## src/rtl/imem_fetch_ctrl.sv

```systemverilog
// Instruction fetch sequencer: waits for the memory image, streams sequential words into a small FIFO
// for decode, and handles redirects, back-pressure and ECALL halt. Optional counter: FETCH_COUNT_EN.
module imem_fetch_ctrl #(
  parameter int              XLEN       = 64,
  parameter logic [XLEN-1:0] RESET_PC   = '0,
  parameter int              FIFO_DEPTH = 2,
  parameter logic [31:0]     HALT_INST  = 32'h00000073
) (
  input  logic            clk,
  input  logic            rst_n,
  input  logic            in_done_load_inst,
  output logic [XLEN-1:0] out_inst_addr,
  input  logic [31:0]     in_inst,
  input  logic            in_redirect_valid,
  input  logic [XLEN-1:0] in_redirect_pc,
  output logic            out_valid,
  input  logic            in_ready,
  output logic [XLEN-1:0] out_pc,
  output logic [31:0]     out_inst,
  output logic            out_halted,
  output logic            out_misaligned,
  output logic [63:0]     out_fetch_count,
  output logic [1:0]      dbg_state
);

  localparam int AW = $clog2(FIFO_DEPTH);

  typedef enum logic [1:0] {
    S_WAIT_LOAD = 2'd0,
    S_FETCH     = 2'd1,
    S_HALT      = 2'd2
  } state_t;

  state_t          state_q, state_d;
  logic [XLEN-1:0] pc_q;
  logic [AW:0]     wr_ptr_q, rd_ptr_q;
  logic [XLEN-1:0] pc_mem   [FIFO_DEPTH];
  logic [31:0]     inst_mem [FIFO_DEPTH];
  logic            misaligned_q;

  logic fifo_empty, fifo_full, pop, push, is_halt, redir_mis;

  // Handshake: decode takes the head on any edge where out_valid && in_ready; out_valid depends
  // only on registered FIFO state, never on in_ready.
  assign fifo_empty = (wr_ptr_q == rd_ptr_q);
  assign fifo_full  = (wr_ptr_q[AW] != rd_ptr_q[AW]) && (wr_ptr_q[AW-1:0] == rd_ptr_q[AW-1:0]);
  assign pop        = out_valid && in_ready;
  assign push       = (state_q == S_FETCH) && !in_redirect_valid && (!fifo_full || pop);
  assign is_halt    = (in_inst == HALT_INST);
  assign redir_mis  = in_redirect_valid && (in_redirect_pc[1:0] != 2'b00);

  // FSM state register
  always_ff @(posedge clk or negedge rst_n) begin
    if (!rst_n) state_q <= S_WAIT_LOAD;
    else        state_q <= state_d;
  end

  // FSM next state; a redirect overrides everything else
  always_comb begin
    state_d = state_q;
    if (in_redirect_valid) begin
      if (redir_mis)                state_d = S_HALT;
      else if (state_q == S_HALT)   state_d = S_FETCH;
    end else begin
      case (state_q)
        S_WAIT_LOAD: if (in_done_load_inst) state_d = S_FETCH;
        S_FETCH:     if (push && is_halt)   state_d = S_HALT;
        default:     state_d = state_q;
      endcase
    end
  end

  // FSM outputs
  always_comb begin
    out_valid  = !fifo_empty;
    out_halted = (state_q == S_HALT);
    dbg_state  = state_q;
  end

  // Fetch PC holds on the halt word so a later inspection shows where fetching stopped
  always_ff @(posedge clk or negedge rst_n) begin
    if (!rst_n) begin
      pc_q         <= RESET_PC;
      misaligned_q <= 1'b0;
    end else begin
      if (in_redirect_valid)     pc_q <= in_redirect_pc;
      else if (push && !is_halt) pc_q <= pc_q + XLEN'(4);
      if (redir_mis) misaligned_q <= 1'b1;
    end
  end

  always_ff @(posedge clk or negedge rst_n) begin
    if (!rst_n) begin
      wr_ptr_q <= '0;
      rd_ptr_q <= '0;
    end else if (in_redirect_valid) begin
      wr_ptr_q <= '0;
      rd_ptr_q <= '0;
    end else begin
      if (push) wr_ptr_q <= wr_ptr_q + (AW+1)'(1);
      if (pop)  rd_ptr_q <= rd_ptr_q + (AW+1)'(1);
    end
  end

  // Storage needs no reset: entries are only visible once the pointers say so
  always_ff @(posedge clk) begin
    if (push) begin
      pc_mem[wr_ptr_q[AW-1:0]]   <= pc_q;
      inst_mem[wr_ptr_q[AW-1:0]] <= in_inst;
    end
  end

  assign out_inst_addr  = pc_q;
  assign out_pc         = pc_mem[rd_ptr_q[AW-1:0]];
  assign out_inst       = inst_mem[rd_ptr_q[AW-1:0]];
  assign out_misaligned = misaligned_q;

`ifdef FETCH_COUNT_EN
  logic [63:0] fetch_count_q;

  always_ff @(posedge clk or negedge rst_n) begin
    if (!rst_n)   fetch_count_q <= '0;
    else if (pop) fetch_count_q <= fetch_count_q + 64'd1;
  end

  assign out_fetch_count = fetch_count_q;
`else
  assign out_fetch_count = 64'd0;
`endif

endmodule

```

## config.mk

```make
export PLATFORM = sky130hd
export DESIGN_NAME = imem_fetch_ctrl
export DESIGN_NICKNAME = d
export VERILOG_FILES = /design/src/rtl/imem_fetch_ctrl.sv
export SDC_FILE = /design/constraint.sdc
export NUM_CORES = 1
export LEC_CHECK = 0
export ABC_AREA = 1
export CAP_MARGIN = 0
export CORE_MARGIN = 5
export CORE_UTILIZATION = 50
export DETAILED_ROUTE_END_ITERATION = 8
export PLACE_DENSITY = 0.81
export SLEW_MARGIN = 20
export SYNTH_ARGS = -nofsm -noshare
export SYNTH_HDL_FRONTEND = slang
export SYNTH_SLANG_ARGS = --single-unit
```

## constraint.sdc

```tcl
create_clock -name clk -period 17.8 [get_ports clk]
set_input_delay 1.78 -clock clk [delete_from_list [all_inputs] [get_ports clk]]
set_output_delay 1.78 -clock clk [all_outputs]
set_load 0.01 [all_outputs]
```

## Word-level counts from Yosys, hierarchy flattened

Memory sizes are Yosys's and may differ from the RTL's.
Cells that the tools add are included.

- Eq/ne operators: 9
- Reductions and logical operators: 19
- $add $sub $neg: 3
- Muxes and demuxes: 14

Operators with widths:

| cell | count |
|---|---|
| 2-to-1 mux 64 bit | 2 |
| adder 64 x 3 -> 64 bit (second input constant) | 1 |
| equality test 32 x 7 -> 1 bit (second input constant) | 1 |
| 2-to-1 mux 2 bit | 9 |
| nonzero test 2 bit | 4 |
| logical AND 1 bit | 7 |
| adder 2 x 1 -> 2 bit (second input constant) | 2 |
| logical NOT 1 bit | 4 |
| case mux 2 bit (2 select lines) | 1 |
| AND reduction 4 bit | 1 |
| inequality test 3 x 1 -> 1 bit (second input constant) | 1 |
| inequality test 3 x 2 -> 1 bit (second input constant) | 1 |
| inequality test 3 bit (second input constant) | 1 |
| nonzero test 3 bit | 1 |
| equality test 2 x 1 -> 1 bit (second input constant) | 1 |
| equality test 2 bit | 1 |
| equality test 2 bit (second input constant) | 1 |
| logical NOT 2 bit | 1 |
| 2-to-1 mux 1 bit | 2 |
| equality test 1 bit | 1 |
| logical OR 1 bit | 1 |
| inequality test 1 bit | 1 |

- Memories: 2
- Bits in writable memories: 192
- Output and inout bits: 229
- Logic and storage cells: 52
- Bits in registers: 71

Memories:

| memory | words | bits a word | rd ports | clocked after memory_dff | write ports | line | RTL |
|---|---|---|---|---|---|---|---|
| pc_mem | 2 | 64 | 1 | 0 | 1 | 37 | `logic [XLEN-1:0] pc_mem [FIFO_DEPTH];` |
| inst_mem | 2 | 32 | 1 | 0 | 1 | 38 | `logic [31:0] inst_mem [FIFO_DEPTH];` |

## Depth between registers and ports, before layout

- Depth in word-level cells: 9
- Depth in mapped cells: 12

## Worst setup path after synthesis

OpenSTA, ideal clock, no wires.

- Kind: input-to-reg
- Start point: input port in_redirect_valid
- End point: register wr_ptr_q[1]
- Slack: 10.889 ns
- Stages on the path: 7
- Path buffers: 0
- Data arrival time: 6.804 ns
- Library setup time: 0.107 ns
- Path through: nor2_1 -> nand2_1 -> nor2_4 -> inv_2 -> nor2_1 -> o21ai_0 -> a21oi_1

- Word-level cells in the longest chain between the ends: 4
- Elaborated cells on any way between the ends: 5
- Those cells by class: mux (1); reduce/logical (4)

RTL lines:

| item | line | RTL |
|---|---|---|
| start, declared | 14 | `input logic in_redirect_valid,` |
| logical NOT 1 bit | 48 | `assign push = (state_q == S_FETCH) && !in_redirect_valid && (!fifo_full \|\| pop);` |
| logical AND 1 bit (2 in series) | 48 |  |
| nonzero test 2 bit (no line) | -- |  |
| end signal, assigned | 100 | `if (push) wr_ptr_q <= wr_ptr_q + (AW+1)'(1);` |
| end, declared | 36 | `logic [AW:0] wr_ptr_q, rd_ptr_q;` |

Several ways; a longest one is shown, not always the timed one.
A chain may end at the register's enable or synchronous reset.

## Final worst setup path

- Start point: register rd_ptr_q[0]
- End point: output port out_pc[8]

- Word-level cells in the longest chain between the ends: 1

RTL lines:

| item | line | RTL |
|---|---|---|
| start, declared | 36 |  |
| start signal, assigned | 101 | `if (pop) rd_ptr_q <= rd_ptr_q + (AW+1)'(1);` |
| memory read (2 x 64 bit) | -- |  |
| end, declared | 18 | `output logic [XLEN-1:0] out_pc,` |

No other way between the ends.

==> flow_summary_export.csv <==
group,metric,value,unit
run_status,status,"completed",
pwr,power_density,139,nW/um^2
logic_synthesis,synth-seq-cells,263,
pwr,peakVddDrop,0.0955,mV
place,port_buffers,265,
die,die_h,171,um
sta,setup_viol,0,
clocking,cts_made_buffers,27,
setup_path,path_common_cell,"nand2_1",
layout,multi_input_area,4670,sq um
route,ant_nets,0,
pwr,pwr-share-seq,40.9,%
setup_path,worst-setup-path-type,"reg2out",
die,start_util,51.0,%
setup_path,cp_slowest_cell,"clkinv_2",
clocking,clkSinkCount,263,
sta,finalMaxSlewViolations,0,
route,drc_errors,0,
global_route,grtUsageTotal,24.6,%
setup_path,slowest_delay,0.89,ns
pwr,p_int,1.51,mW
setup_path,timing.critical_path.buf_inv,3,
place,place_hpwl,26100,um
place,placed_area,15600,sq um
route,routed_via_density,5.14,
clocking,postCtsHoldBufs,0,
min_path,hold_class,"reg2reg",
die,die_area,29200,sq um
global_route,gr-total-overflow,0,
sta,worst_pin_slew,0.989,ns
logic_synthesis,syn_avg_cell_area,8.72,sq um
clocking,cts_max_level,1,
layout,nets,1839,
job,maxCapViolations,0,
pwr,p_clk_share,24.1,%
clocking,clk_pin_slew_worst_paths,0.06,ns
logic_synthesis,yosys.cell_types.count,35,
logic_synthesis,yosys_warnings,0,
route,wire_per_inst,17.5,um
setup_path,cp_max_fo,66,
clocking,cts_buffer_depth,3,
clocking,cts_setup_buffers,0,
clocking,post_cts_resized,0,
sta,rsz0062_at_grt,"false",
place,gp_congestion,0.964,
layout,num-fill-cells,2050,
clocking,clk-insertion-delay-late,0.54,ns
setup_path,path_cells,"clkinv_2, buf_4, nand2_1, nand2_1, clkdlybuf4s50_1",
sta,skew,0.0148,ns
global_route,grt_start_max_net_pins,101,
global_route,antenna_found_initial,3,
sta,finalHoldViolCount,0,
layout,final_area,16500,sq um
route,drt-initial-drc-count,1030,
route,drt-pass1-iter-count,5,
pwr,switching_power,797,uW
route,routed_wl,36600,um
logic_synthesis,yosysSeqAreaShare,58.3,%
sta,tns,0,ns
sta,post-route-min-period,5.27,ns
pwr,leakage,6.80,nW
pwr,combinationalPowerShare,34.9,%
die,die_w,171,um
setup_path,cp.required,16.02,ns
layout,drive_gt1_share,5.29,%
setup_path,crit_path_end_kind,"primary output",
route,vias,10700,
sta,period_share,29.6,%
setup_path,crit_arrival,3.49,ns
sta,fmax,190,MHz
pwr,swShare,34.6,%
setup_path,start_kind,"flop",
layout,syn_to_final_growth,27.8,%
layout,ff_latch_area,7550,sq um
logic_synthesis,syn_area,12900,sq um
clocking,cts_tree,"yes",
global_route,grt_first_pass_wirelength,56900,um
sta,max-slew-margin-rel,33.9,%
setup_path,path_delay_family,"buffers and inverters",
clocking,root_buffer,"clkbuf_16",
logic_synthesis,syn_inst,1482,
die,rows,58,
global_route,grt_pass1_vias,10300,
die,io_pins,330,
die,core_area,25300,sq um
through the flow:
stage	utilization [%]	hold WS (ns)	setup slack (ns)	instances	total power, mW
after detailed placement	61.6	0.491	12.46	2037	1.76
after CTS	65.1	0.506	11.86	2086	2.32
after global routing	65.2	0.521	12.25	2090	2.43
after global placement	61.6	0.450	12.56	2036	1.73
after floorplan	-	0.455	10.89	1545	1.30
final	65.2	0.501	12.53	2090	2.30
path summary, 6_finish.rpt:
| check | startpoint | endpoint | slack [ns] | depth (start not counted) |
|---|---|---|---|---|
| worst max-delay path | rd_ptr_q[0] | out_pc[8] | 12.53 | 5 |
| worst min-delay path | out_misaligned | out_misaligned | 0.50 | 1 |
| worst max register to register | rd_ptr_q[0] | out_inst_addr[43] | 14.28 | 9 |
| worst min register to register | out_misaligned | out_misaligned | 0.50 | 1 |
| max in group asynchronous | rst_n | rd_ptr_q[0] | 15.67 | 1 |
| min in group asynchronous | rst_n | out_inst_addr[46] | 1.40 | 1 |
Yosys cell counts:
| library cell | n | share of area [%] |
|---|---|---|
| inv_2 | 5 | 0.15 |
| o21ai_0 | 22 | 0.85 |
| buf_2 | 4 | 0.15 |
| a21oi_1 | 18 | 0.70 |
| xor2_2 | 1 | 0.13 |
| nor2_4 | 5 | 0.44 |
| and2_1 | 2 | 0.097 |
| and2_0 | 1 | 0.048 |
| clkinv_1 | 1 | 0.029 |
| edfxtp_1 | 192 | 45 |
| ha_1 | 1 | 0.097 |
| or2_2 | 12 | 0.58 |
| nand4_1 | 10 | 0.48 |
| nand2_1 | 653 | 19 |
| nand3b_1 | 5 | 0.29 |
| nor2_1 | 143 | 4.2 |
| or2_1 | 1 | 0.048 |
| nor3_1 | 2 | 0.077 |
| dfrtp_1 | 71 | 14 |
| o21ai_1 | 6 | 0.23 |
| buf_1 | 5 | 0.15 |
| buf_6 | 1 | 0.087 |
| inv_1 | 67 | 1.9 |
| nor2_8 | 1 | 0.15 |
| clkbuf_1 | 28 | 0.81 |
| nand3_1 | 110 | 4.3 |
| xor2_1 | 11 | 0.75 |
| o21bai_1 | 9 | 0.52 |
| buf_4 | 71 | 4.1 |
| nor2_2 | 7 | 0.34 |
| nand3_2 | 1 | 0.077 |
| conb_1 | 1 | 0.029 |
| xnor2_1 | 9 | 0.61 |
| nor2b_1 | 1 | 0.048 |
| nand2_2 | 5 | 0.24 |
flip-flops by register name (all words and copies together) (netlist names):
signal	cells
inst_mem	64
wr_ptr_q	2
out_inst_addr	64
out_misaligned	1
dbg_state	2
pc_mem	128
rd_ptr_q	2
layout by cell type, fill, tap and decap left out, types with 2 or more instances in the layout:
| master | n |
|---|---|
| o21bai_1 | 9 |
| buf_12 | 2 |
| bufinv_16 | 2 |
| xnor2_1 | 9 |
| or2_2 | 12 |
| nor2_1 | 141 |
| clkinv_2 | 9 |
| conb_1 | 64 |
| o21ai_1 | 6 |
| clkbuf_8 | 3 |
| dfrtp_1 | 70 |
| nand3_1 | 110 |
| clkdlybuf4s50_1 | 263 |
| nand4_1 | 10 |
| nor2_4 | 7 |
| buf_4 | 6 |
| inv_2 | 6 |
| o21ai_0 | 22 |
| clkbuf_1 | 6 |
| nand3b_1 | 5 |
| clkbuf_16 | 28 |
| nor3_1 | 2 |
| a21oi_1 | 18 |
| edfxtp_1 | 192 |
| nand2_1 | 653 |
| and2_1 | 2 |
| nand2_2 | 5 |
| xor2_1 | 11 |
| nor2_2 | 7 |
| diode_2 | 3 |
| inv_1 | 66 |
power by group through the flow:
stage | Sequential [mW] | Combinational [mW] | Clock (mW)
floorplan | 0.915 | 0.389 | 0
CTS | 0.957 | 0.793 | 0.568
global route | 0.959 | 0.881 | 0.594
detailed placement | 0.967 | 0.788 | 0
finish | 0.943 | 0.805 | 0.556
global placement | 0.963 | 0.767 | 0
layout make-up:
type | instances | area share [%]
Tap cell | 330 | 2.50
Multi-Input combinational cell | 1100 | 28.3
Sequential cell | 263 | 45.7
Antenna cell | 3 | 0.0455
Timing Repair Buffer | 272 | 16.5
Inverter | 73 | 1.67
Clock inverter | 12 | 0.682
Clock buffer | 37 | 4.63
logic make-up after synthesis:
kind of cell / count (synthesis) / share of synthesized area [%]
xor+xnor: 21 / 1.48
compound gates: 55 / 2.30
flops: 263 / 58.3
fa+ha+maj: 1 / 0.0968
simple gates: 959 / 30.3
buf+inv: 182 / 7.44
other cells: 1 / 0.0290
layer usage:
metal	global-route usage [%]	wire length (um)
met3	3.72	3040
met4	6.84	958
met5	0	0
met2	41.5	17800
met1	33.5	14900
worst reg2reg max path, cell delays in order (launching register included):
cell,delay (ns)
dfrtp_4,0.78
buf_12,0.32
xor2_2,0.13
nor2_2,0.17
nor2_4,0.06
nand2_2,0.37
nand2_2,0.45
inv_2,0.88
nand2_1,0.18
nand3_1,0.13
Note: power is estimated with default switching activity, not from simulation.
